===== src/rtl/rpsc_startup_sequencer.sv =====
// RPSC power-up/shut-down sequencer: fan start, CA permission, CA settle, RUN.
// Any interlock loss or step timeout trips to a latched FAULT that needs an operator ack.
module rpsc_startup_sequencer #(
  parameter int          TW          = 22,
  parameter logic [TW-1:0] FAN_TIMEOUT = 22'd781250,
  parameter logic [TW-1:0] CA_TIMEOUT  = 22'd781250,
  parameter logic [7:0]  SETTLE      = 8'd200,
  parameter logic [TW-1:0] FAN_COOL    = 22'd3125000
) (
  input  logic       clk,
  input  logic       reset,
  input  logic       start_req,
  input  logic       stop_req,
  input  logic       fault_ack,
  input  logic       interlock_ok,
  input  logic       fan_act,
  input  logic       ca_ps_act,
  input  logic       ca_ok,
  output logic       fan_on_cmd,
  output logic       ca_on_perm,
  output logic       ready,
  output logic       fault,
  output logic [2:0] fault_code,
  output logic [2:0] state_o
);

  typedef enum logic [2:0] {
    S_IDLE      = 3'd0,
    S_FAN_WAIT  = 3'd1,
    S_CA_WAIT   = 3'd2,
    S_CA_SETTLE = 3'd3,
    S_RUN       = 3'd4,
    S_STOPPING  = 3'd5,
    S_FAULT     = 3'd6
  } state_t;

  state_t        state;
  logic [TW-1:0] tmr;
  logic [7:0]    scnt;
  logic [2:0]    code;
  logic          tmr_zero;
  logic          settle_done;

  assign tmr_zero    = (tmr == '0);
  assign settle_done = ca_ok && (scnt == SETTLE - 8'd1);

  // Later assignments in the case override the default timer decrement.
  always_ff @(posedge clk or posedge reset) begin
    if (reset) begin
      state <= S_IDLE;
      tmr   <= '0;
      scnt  <= '0;
      code  <= '0;
    end else begin
      if (!tmr_zero) tmr <= tmr - 1'b1;
      case (state)
        S_IDLE: begin
          if (start_req && interlock_ok) begin
            state <= S_FAN_WAIT;
            tmr   <= FAN_TIMEOUT;
          end
        end
        S_FAN_WAIT: begin
          if (!interlock_ok) begin
            state <= S_FAULT; code <= 3'd1; tmr <= FAN_COOL;
          end else if (tmr_zero && !fan_act) begin
            state <= S_FAULT; code <= 3'd2; tmr <= FAN_COOL;
          end else if (stop_req) begin
            state <= S_STOPPING; tmr <= FAN_COOL;
          end else if (fan_act) begin
            state <= S_CA_WAIT; tmr <= CA_TIMEOUT;
          end
        end
        S_CA_WAIT: begin
          if (!interlock_ok) begin
            state <= S_FAULT; code <= 3'd1; tmr <= FAN_COOL;
          end else if (!fan_act) begin
            state <= S_FAULT; code <= 3'd5; tmr <= FAN_COOL;
          end else if (tmr_zero && !ca_ps_act) begin
            state <= S_FAULT; code <= 3'd3; tmr <= FAN_COOL;
          end else if (stop_req) begin
            state <= S_STOPPING; tmr <= FAN_COOL;
          end else if (ca_ps_act) begin
            state <= S_CA_SETTLE; tmr <= CA_TIMEOUT; scnt <= '0;
          end
        end
        S_CA_SETTLE: begin
          scnt <= ca_ok ? scnt + 8'd1 : 8'd0;
          if (!interlock_ok) begin
            state <= S_FAULT; code <= 3'd1; tmr <= FAN_COOL;
          end else if (!fan_act) begin
            state <= S_FAULT; code <= 3'd5; tmr <= FAN_COOL;
          end else if (!ca_ps_act) begin
            state <= S_FAULT; code <= 3'd6; tmr <= FAN_COOL;
          end else if (tmr_zero && !settle_done) begin
            state <= S_FAULT; code <= 3'd4; tmr <= FAN_COOL;
          end else if (stop_req) begin
            state <= S_STOPPING; tmr <= FAN_COOL;
          end else if (settle_done) begin
            state <= S_RUN;
          end
        end
        S_RUN: begin
          if (!interlock_ok) begin
            state <= S_FAULT; code <= 3'd1; tmr <= FAN_COOL;
          end else if (!fan_act) begin
            state <= S_FAULT; code <= 3'd5; tmr <= FAN_COOL;
          end else if (!ca_ps_act || !ca_ok) begin
            state <= S_FAULT; code <= 3'd6; tmr <= FAN_COOL;
          end else if (stop_req) begin
            state <= S_STOPPING; tmr <= FAN_COOL;
          end
        end
        S_STOPPING: begin
          // Shutdown is already under way, so interlock loss is not a fault here.
          if (tmr_zero) state <= S_IDLE;
        end
        S_FAULT: begin
          if (tmr_zero && fault_ack && !start_req) begin
            state <= S_IDLE;
            code  <= '0;
          end
        end
        default: begin
          state <= S_IDLE;
          code  <= '0;
        end
      endcase
    end
  end

  always_comb begin
    fan_on_cmd = 1'b0;
    ca_on_perm = 1'b0;
    ready      = 1'b0;
    fault      = 1'b0;
    fault_code = 3'd0;
    case (state)
      S_FAN_WAIT, S_STOPPING: fan_on_cmd = 1'b1;
      S_CA_WAIT, S_CA_SETTLE: begin
        fan_on_cmd = 1'b1;
        ca_on_perm = 1'b1;
      end
      S_RUN: begin
        fan_on_cmd = 1'b1;
        ca_on_perm = 1'b1;
        ready      = 1'b1;
      end
      S_FAULT: begin
        fan_on_cmd = !tmr_zero;
        fault      = 1'b1;
        fault_code = code;
      end
      default: ;
    endcase
  end

  assign state_o = state;

endmodule


===== config.mk =====
export PLATFORM = sky130hd
export DESIGN_NAME = rpsc_startup_sequencer
export DESIGN_NICKNAME = d
export VERILOG_FILES = /design/src/rtl/rpsc_startup_sequencer.sv
export SDC_FILE = /design/constraint.sdc
export NUM_CORES = 1
export LEC_CHECK = 0
export CORE_ASPECT_RATIO = 2
export CORE_MARGIN = 5
export CORE_UTILIZATION = 40
export DETAILED_ROUTE_END_ITERATION = 16
export PLACE_DENSITY_LB_ADDON = 0.25
export SLEW_MARGIN = 20
export SYNTH_ARGS = -nofsm -noshare
export SYNTH_HDL_FRONTEND = slang
export SYNTH_SLANG_ARGS = --single-unit
export TNS_END_PERCENT = 20

===== constraint.sdc =====
create_clock -name clk -period 2.4 [get_ports clk]
set_clock_uncertainty 0.15 [all_clocks]
set_input_delay 0.48 -clock clk [delete_from_list [all_inputs] [get_ports clk]]
set_output_delay 0.48 -clock clk [all_outputs]
set_load 0.05 [all_outputs]

* Yosys cells after proc, flatten, opt, wreduce, memory -nomap -nowiden
Index checks and enable logic that the tools add are counted.
** Word-level totals
- Bits in read-only memories :: 0
- Memories :: 0
- Memory bits (writable) :: 0
- Register bits after elaboration :: 36
- Logic and storage cells :: 121
- Input bits :: 9
- Output and inout bits :: 10
- Bits in latches :: 0
** Operators by class
- Multiplexer cells :: 68
- Equality and inequality tests :: 23
- Shift-type cells :: 0
- Divide/modulo/power cells :: 0
- Order comparisons :: 0
- Bitwise gates (word level) :: 1
- Reduce and logical (&&, ||, !) cells :: 23
- Multiply operators :: 0
- $add $sub $neg :: 2
** Operator list (number)
- $mux W22 :: 19
- $pmux W22 S5 :: 1
- $mux W3 :: 35
- $mux W8 :: 6
- $logic_not A22 Y1 :: 1
- $sub A22 B1 Y22 const B :: 1
- $pmux W3 S7 :: 1
- $pmux W3 S6 :: 1
- $ne A2 B2 Y1 const B :: 8
- $pmux W8 S2 :: 1
- $ne A5 B5 Y1 const B :: 3
- $reduce_and A6 Y1 :: 2
- $eq A3 B3 Y1 const B :: 3
- $add A8 B1 Y8 const B :: 1
- $eq A8 B8 Y1 const B :: 1
- $ne A4 B4 Y1 const B :: 2
- $logic_and A1 B1 Y1 :: 7
- $ne A7 B7 Y1 const B :: 1
- $reduce_and A7 Y1 :: 1
- $eq A3 B2 Y1 const B :: 2
- $logic_not A1 Y1 :: 6
- $ne A6 B6 Y1 const B :: 1
- $reduce_or A5 Y1 :: 1
- $eq A3 B1 Y1 const B :: 1
- other kinds (9) :: 11

* Logic depth before layout (Yosys ltp)
Gate-level depths: netlist of run 1.
- Word-level depth :: 9
- Mapped depth :: 8
- Gate-level depth less buffers :: 7

* Worst setup path after synthesis of run 1
Ideal clock, no wire load.
- Path kind :: register -> output
- Start point :: reg state[0], in the netlist state_o[0]
- End point :: out fan_on_cmd
- Path slack :: -0.386 ns
- Buffers on the path :: 3
- Arrival time :: 2.156 ns
- Stages on the path, launching flop included :: 7
- Required time :: 1.770 ns
- Cells stage by stage :: dfrtp_1 > clkbuf_1 > clkbuf_1 > clkbuf_1 > o21ai_0 > nor2_1 > a21oi_1
** Between the ends
- Word-level cells in the longest chain between the ends :: 3
- Elaborated cells on any way between the ends :: 8
- Classes of those cells :: 6 x eq/ne; 1 x mux; 1 x reduce/logical
** Ends and longest elaborated chain
- start, declared :: line 37 : state_t state;
- start signal, assigned :: line 50 : state <= S_IDLE;
- start signal, assigned :: line 59 : state <= S_FAN_WAIT;
- start signal, assigned :: line 65 : state <= S_FAULT; code <= 3'd1; tmr <= FAN_COOL;
- $eq A3 B3 Y1 (tied with other cells) :: line 138 : case (state)
- $reduce_or A5 Y1 (no line)
- $pmux W1 S2 * :: line 138
- end, declared :: line 19 : output logic fan_on_cmd,
Mark *: on every way between the ends. The rest lies on a longest branch, timed or not.

* Worst setup path in the final report of run 1
- Start point :: reg tmr[13]
- End point :: out fan_on_cmd
** Between the ends
- Word-level cells in the longest chain between the ends :: 3
** Ends and longest elaborated chain
- start, declared :: line 38 : logic [TW-1:0] tmr;
- start signal, assigned :: line 55 : if (!tmr_zero) tmr <= tmr - 1'b1;
- $logic_not A22 Y1 :: line 44 : assign tmr_zero = (tmr == '0);
- $logic_not A1 Y1 :: line 150 : fan_on_cmd = !tmr_zero;
- $pmux W1 S2 :: line 138
No other way between the ends.

==> results.md, run 1 <==
- Async SR Flop Fraction: 1.00
- Failing checks: negative setup slack
- GP Congestion: 0.906
- Fin crit share: 1.11
- Rows: 40
- RSZ-0062 raised after global routing: yes
- Pwr per Cell Area: 1140 nW/um2
- F_max: 377 MHz
- Cell internal pwr: 2.34 mW
- Sink Count: 36
- DRC: 0
- # hold bufs at CTS: 0
- Hold crit path type: reg -> reg
- Critical setup path kind: reg -> out
- Cell area after layout: 3580 um2
- Port-buffer cells: 18
- Clk root buf: clkbuf_16
- Sw Pwr: 1.73 mW
- N_diodes: 0
- Number of max-cap violations: 0
- Sequential Power Share: 0.227
- Initial Util: 0.408
- Setup violators final: 18
- Clock share of power: 0.159
- Top Ports: 19
- Sw Ratio: 0.426
- TritonCTS buffer count: 5
- TritonCTS clock tree: yes
- Die W: 65.4 um
- Largest net degree at the start of global routing: 37
- Final Critical Period: 2.65 ns
- Die area: 7890 um2
- Initial antenna violation count: 0
- First-pass GRT wire length: 13400 um
- Post-Route WL: 7970 um
- Synth Warn #: 0
- Slew HR: 0.564
- Clock slew at reported path FFs: 0.05 ns
- Post-Synthesis Cell Area: 2450 um2
- Clk_lat worst skew: 0.28 ns
- Actual slew at the worst max-slew pin: 0.653 ns
- CP endpoint kind: output pin
- DP HPWL: 5940 um
- First drt pass iteration count: 4
- Total GRT Usage: 0.224
- Critical Path AT: 2.02 ns
- Primary FF master, synth: dfrtp_1
- Core ar.: 6010 um2
- Final Util: 0.596
- Peak supply drop: 0.000703 V
- Vias in the first global route: 2768
- Status: finished with violations
- Maximum net fanout on the critical path: 2
- EDFF count, synth: 0
- Share of layout cells above drive strength 1: 0.312
- Via count: 2638
- Area after DPL: 3240 um2
- Worst Slack Setup Final: -0.255 ns
- Final Max Slew Viols: 0
- Final hold viol count: 0
- Starting DRT DRC Count: 81
- Seq cells post-synth: 36
- CTS H-tree depth: 2
- Startpoint class of the critical path: register
- Mapped Avg Cell Area: 8.26 um2
- WP data required: 1.77 ns
- Final ANT Viol Nets: 0
- Combinational share of power: 0.614
- Total power draw: 4.07 mW
- P_leak: 1.50 nW
- Chip Height: 121 um
- Yosys cell types: 51
- Post-Syn Instances: 297
- Layout area overhead: 46.0%
- Vias/cell: 5.89
- Clock Path Buffers: 2
- Post-Syn Nets: 309
- Fill cells: 546
- Final #Nets: 396
- GRT overflow: 0
- Post-synthesis sequential area ratio: 0.367
- WL/cell: 17.8 um
[synth_stat cells (2+ instances only)]
cell / number / area, um2
or4_1: 2 / 15.0
inv_1: 9 / 33.8
xor2_1: 7 / 61.3
a31oi_1: 6 / 37.5
mux2_1: 3 / 33.8
nor4_1: 7 / 43.8
a211o_1: 2 / 17.5
buf_2: 2 / 10.0
nand2_1: 27 / 101
nor3_1: 6 / 30.0
o21bai_1: 2 / 15.0
a21oi_1: 17 / 85.1
nand3b_1: 4 / 30.0
clkbuf_1: 12 / 45.0
o21ai_0: 29 / 145
xnor2_1: 9 / 78.8
a22oi_1: 2 / 15.0
o21ai_1: 2 / 10.0
nand2b_1: 8 / 50.1
o22a_1: 2 / 17.5
a2111oi_0: 2 / 17.5
o22ai_1: 5 / 31.3
nand4_1: 7 / 43.8
dfrtp_1: 36 / 901
ha_1: 3 / 37.5
mux2i_1: 2 / 20.0
nor3_2: 3 / 30.0
or3_1: 4 / 25.0
a211oi_1: 3 / 22.5
nand3_1: 9 / 45.0
nor4_4: 2 / 42.5
nor2_1: 29 / 109
and3_1: 8 / 50.1
o31ai_1: 4 / 30.0
nor2b_1: 6 / 37.5
[cells in the final DEF (no fill, tap or decap), types with 4 or more instances in the layout]
master	n
buf_12	9
o21ai_0	25
o21ai_1	5
o22ai_1	4
nand2_1	27
nor4_1	6
nor3_1	6
nand4_1	7
nand3b_1	4
xnor2_1	9
nand2b_1	8
clkbuf_16	5
inv_1	9
a31oi_1	6
nor2b_1	4
nand3_1	9
dfrtp_1	34
buf_4	77
a21oi_1	16
xor2_1	7
and3_1	5
clkdlybuf4s50_1	8
nor2_1	29
[power by group through the flow]
stage	logic (mW)	clock network, mW	registers, mW
final	2.50	0.647	0.924
after global routing	2.71	0.689	0.941
after CTS	2.40	0.666	0.918
after detailed placement	2.29	0	0.922
after global placement	2.27	0	0.911
after floorplan	1.24	0	0.957
[flip-flops by register name, indices dropped and copies added, names as in the netlist]
| register | cells |
|---|---|
| tmr | 22 |
| code | 3 |
| state_o | 3 |
| scnt | 8 |
[cell type report]
class / instances / area, um2 / share of cell area
multi-input cells: 237 / 1570 / 0.438
flip-flops and latches: 36 / 903 / 0.252
repair buffers: 95 / 850 / 0.237
clock buffers: 8 / 146 / 0.0409
well taps: 63 / 78.8 / 0.0220
inverters: 9 / 33.8 / 0.00944
[worst max-delay path, stage by stage (launching register included)]
cell and delay (ns):
dfrtp_1 0.41, nor4_4 0.33, nand2_2 0.12, nor4_4 0.34, buf_4 0.18, o21ai_2 0.05, nor2_1 0.12, a21oi_2 0.05
buf_6 0.15
[cell families after synthesis]
group | synth area share
XOR/XNOR | 0.0571
AO/OA/AOI/OAI | 0.209
adder cells (fa/ha/maj) | 0.0153
AND/OR/NAND/NOR | 0.292
buffers and inverters | 0.0378
flip-flops | 0.367
multiplexers | 0.0219
[what timing repair did]
action / in CTS / in global routing
gates cloned: 0 / 0
gates resized for setup: 13 / 12
endpoints found under the setup margin: 23 / 32
pin swaps: 13 / 8
buffers inserted: 8 / 6
[path summary, 6_finish.rpt]
check / cells after the start / end / slack [ns] / from
worst min-delay path: 1 / scnt[7] / 0.34 / scnt[7]
min in group asynchronous: 3 / scnt[0] / 0.47 / reset
worst min register to register: 1 / scnt[7] / 0.34 / scnt[7]
worst max-delay path: 8 / fan_on_cmd / -0.25 / tmr[13]
max in group asynchronous: 3 / state_o[2] / 1.26 / reset
worst max register to register: 9 / tmr[4] / -0.15 / tmr[13]
[through the flow]
| step | setup TNS (ns) | worst slack, ns | cells | hold slack (ns) |
|---|---|---|---|---|
| after floorplan | -0.420 | -0.124 | 297 | 0.298 |
| after global placement | -4.68 | -0.317 | 428 | 0.314 |
| after detailed placement | -5.30 | -0.326 | 428 | 0.319 |
| after CTS | -0.814 | -0.251 | 444 | 0.343 |
| after global routing | -4.83 | -0.386 | 448 | 0.358 |
| final | -1.87 | -0.255 | 448 | 0.341 |
[per-layer routing]
layer	share of wire	wire, um	global-route usage	vias up
met4	0.076	607	0.194	0
met3	0.032	259	0.0353	38
met5	0	0	0	-
met1	0.34	2690	0.223	1255
met2	0.55	4420	0.388	84
li1	-	-	-	1261
No activity file was read; power rests on OpenSTA's default activity.
==> inputs of run 2 (changes only) <==
- CTS_BUF_LIST: not set -> sky130_fd_sc_hd__clkbuf_2
==> run 2 against run 1 <==
Effect of this change: the flow still finishes with violations (negative setup slack); clock power shrank 56%; final area shrank 3.1%; routed wire length shrank 2.1%; critical path depth is the same; fmax shrank 4.8%; combinational power shrank 2%; sequential share of layout area grew 0.81 points; global-route usage shrank 0.38 points; via count shrank 0.45%; critical path type unchanged; largest cell class unchanged; largest power group unchanged; highest routed layer unchanged.
==> results.md, run 2 (synthesis gave the netlist of run 1 again) <==
- Final #Nets: 393 (-0.76%)
- TritonCTS clock tree: yes
- Share of layout cells above drive strength 1: 0.312 (about the same)
- Commonest non-fill, non-tap cell in the layout: buf_4
- Initial antenna violation count: 0 (unchanged)
- Chip Height: 121 um (unchanged)
- Top Ports: 19 (unchanged)
- Worst R2R Setup Slack: -0.16 ns (about the same)
- DP HPWL: 5940 um (unchanged)
- Die area: 7890 um2 (unchanged)
- Clock slew at reported path FFs: 0.19 ns (+0.14 ns)
- WL/cell: 17.5 um (-1.4%)
- Worst Slack Setup Final: -0.387 ns (-0.132 ns)
- Setup violators final: 19 (+1)
- Final Critical Period: 2.79 ns (+0.132 ns)
- Port-buffer cells: 18 (unchanged)
- N_diodes: 0 (unchanged)
- Pwr per Cell Area: 1050 nW/um2 (-7.4%)
- Hold crit path type: in -> async
- Cell area after layout: 3470 um2 (-3.1%)
- Via count: 2626 (-0.45%)
- First-pass GRT wire length: 13300 um (-0.36%)
- Final Max Slew Viols: 0 (unchanged)
- GP Congestion: 0.906 (unchanged)
- Slew HR: 0.346 (-0.218)
- Hold Slack: 0.292 ns (-0.0488 ns)
- WP data required: 1.77 ns (about the same)
- RSZ-0062 raised after global routing: yes
- CP endpoint kind: output pin
- Rows: 40 (unchanged)
- Startpoint class of the critical path: register
- Peak supply drop: 0.000700 V (-0.41%)
- Total power draw: 3.65 mW (-10%)
- Die W: 65.4 um (unchanged)
- Status: finished with violations
- Area after DPL: 3240 um2 (unchanged)
- Vias in the first global route: 2778 (+0.36%)
- F_max: 359 MHz (-4.8%)
- Sink Count: 36 (unchanged)
- Total GRT Usage: 0.220 (-0.00380)
- Final Util: 0.578 (-0.0185)
- Commonest cells after routing, fill and taps aside: buf_4 (72), dfrtp_1 (34), nor2_1 (29)
- P_leak: 1.45 nW (-3.6%)
- Clk root buf: clkbuf_2
- Actual slew at the worst max-slew pin: 0.956 ns (+0.303 ns)
- Final ANT Viol Nets: 0 (unchanged)
- CTS H-tree depth: 2 (unchanged)
- Most flops, register: tmr
- Initial Util: 0.408 (unchanged)
- DRC: 0 (unchanged)
- Layout area overhead: 41.4%
- Starting DRT DRC Count: 89 (+9.9%)
- Fill cells: 556 (+1.8%)
- Post-Route WL: 7810 um (-2.1%)
- Largest net degree at the start of global routing: 37 (unchanged)
- First drt pass iteration count: 4 (unchanged)
- Final hold viol count: 0 (unchanged)
- Number of max-cap violations: 0 (unchanged)
- Max reg flops: 22 (unchanged)
- Largest regs: tmr: 22 flops, scnt: 8 flops
- Clock Path Buffers: 2 (unchanged)
- Core ar.: 6010 um2 (unchanged)
- Clk_lat worst skew: 0.42 ns (+0.14 ns)
- Cell Count, Final, Fillers Out: 445 (-0.67%)
- Vias/cell: 5.90 (+0.22%)
- TritonCTS buffer count: 5 (unchanged)
- Fin crit share: 1.16 (+0.0552)
- Failing checks: negative setup slack
- Placed cells: 428 (unchanged)
- Critical setup path kind: reg -> out
- Critical Path AT: 2.16 ns (+0.14 ns)
- GRT overflow: 0 (unchanged)
- Maximum net fanout on the critical path: 2 (unchanged)
==> run 2: timing repair <==
item / CTS / global route
hold buffers: 0 / 0
endpoints found under the hold margin: 0 / 0
setup endpoints to repair: 27 / 32
pin swaps: 13 / 10
gates resized for setup: 16 / 12
buffers inserted: 9 / 4
==> run 2: layout make-up <==
cell class	count	area (um2)	area share
clock inverter	1	3.75	0.00108
multi-input combinational	237	1580	0.455
inverter	9	33.8	0.00974
tap	63	78.8	0.0227
sequential	36	903	0.260
timing repair buffer	92	835	0.241
clock buffer	7	35.0	0.0101
==> run 2: through the flow <==
step,TNS (ns),worst slack [ns]
3_3_place_gp,-4.68,-0.317
6_report,-2.42,-0.387
4_1_cts,-1.36,-0.432
2_1_floorplan,-0.420,-0.124
3_5_place_dp,-5.30,-0.326
5_1_grt,-5.13,-0.531
==> run 2: path summary, 6_finish.rpt <==
kind | cells past startpoint | startpoint | end
min | 3 | reset | tmr[5]
min in group clk | 1 | scnt[7] | scnt[7]
max | 8 | tmr[13] | fan_on_cmd
max in group asynchronous | 3 | reset | state_o[0]
min reg2reg | 1 | scnt[7] | scnt[7]
max reg2reg | 9 | tmr[13] | tmr[4]
==> run 2: worst max-delay path, cell delays in order, from the launching register on <==
cell and delay, ns:
dfrtp_1 0.45, nor4_4 0.33, nand2_2 0.12, nor4_4 0.31, buf_4 0.17, o21ai_2 0.05, nor2_1 0.12, a21oi_2 0.05
buf_6 0.15
==> run 2: report_power, final <==
group / switching, mW / internal [mW] / total [mW]
Sequential: 0.156 / 0.762 / 0.918
Clock: 0.207 / 0.0778 / 0.285
Combinational: 1.33 / 1.12 / 2.45
==> run 2: metal layers <==
metal,routed length [um],up-vias,track usage
met3,238,39,0.0353
met4,557,0,0.161
li1,-,1255,-
met5,0,-,0
met1,2720,1256,0.223
met2,4300,76,0.392
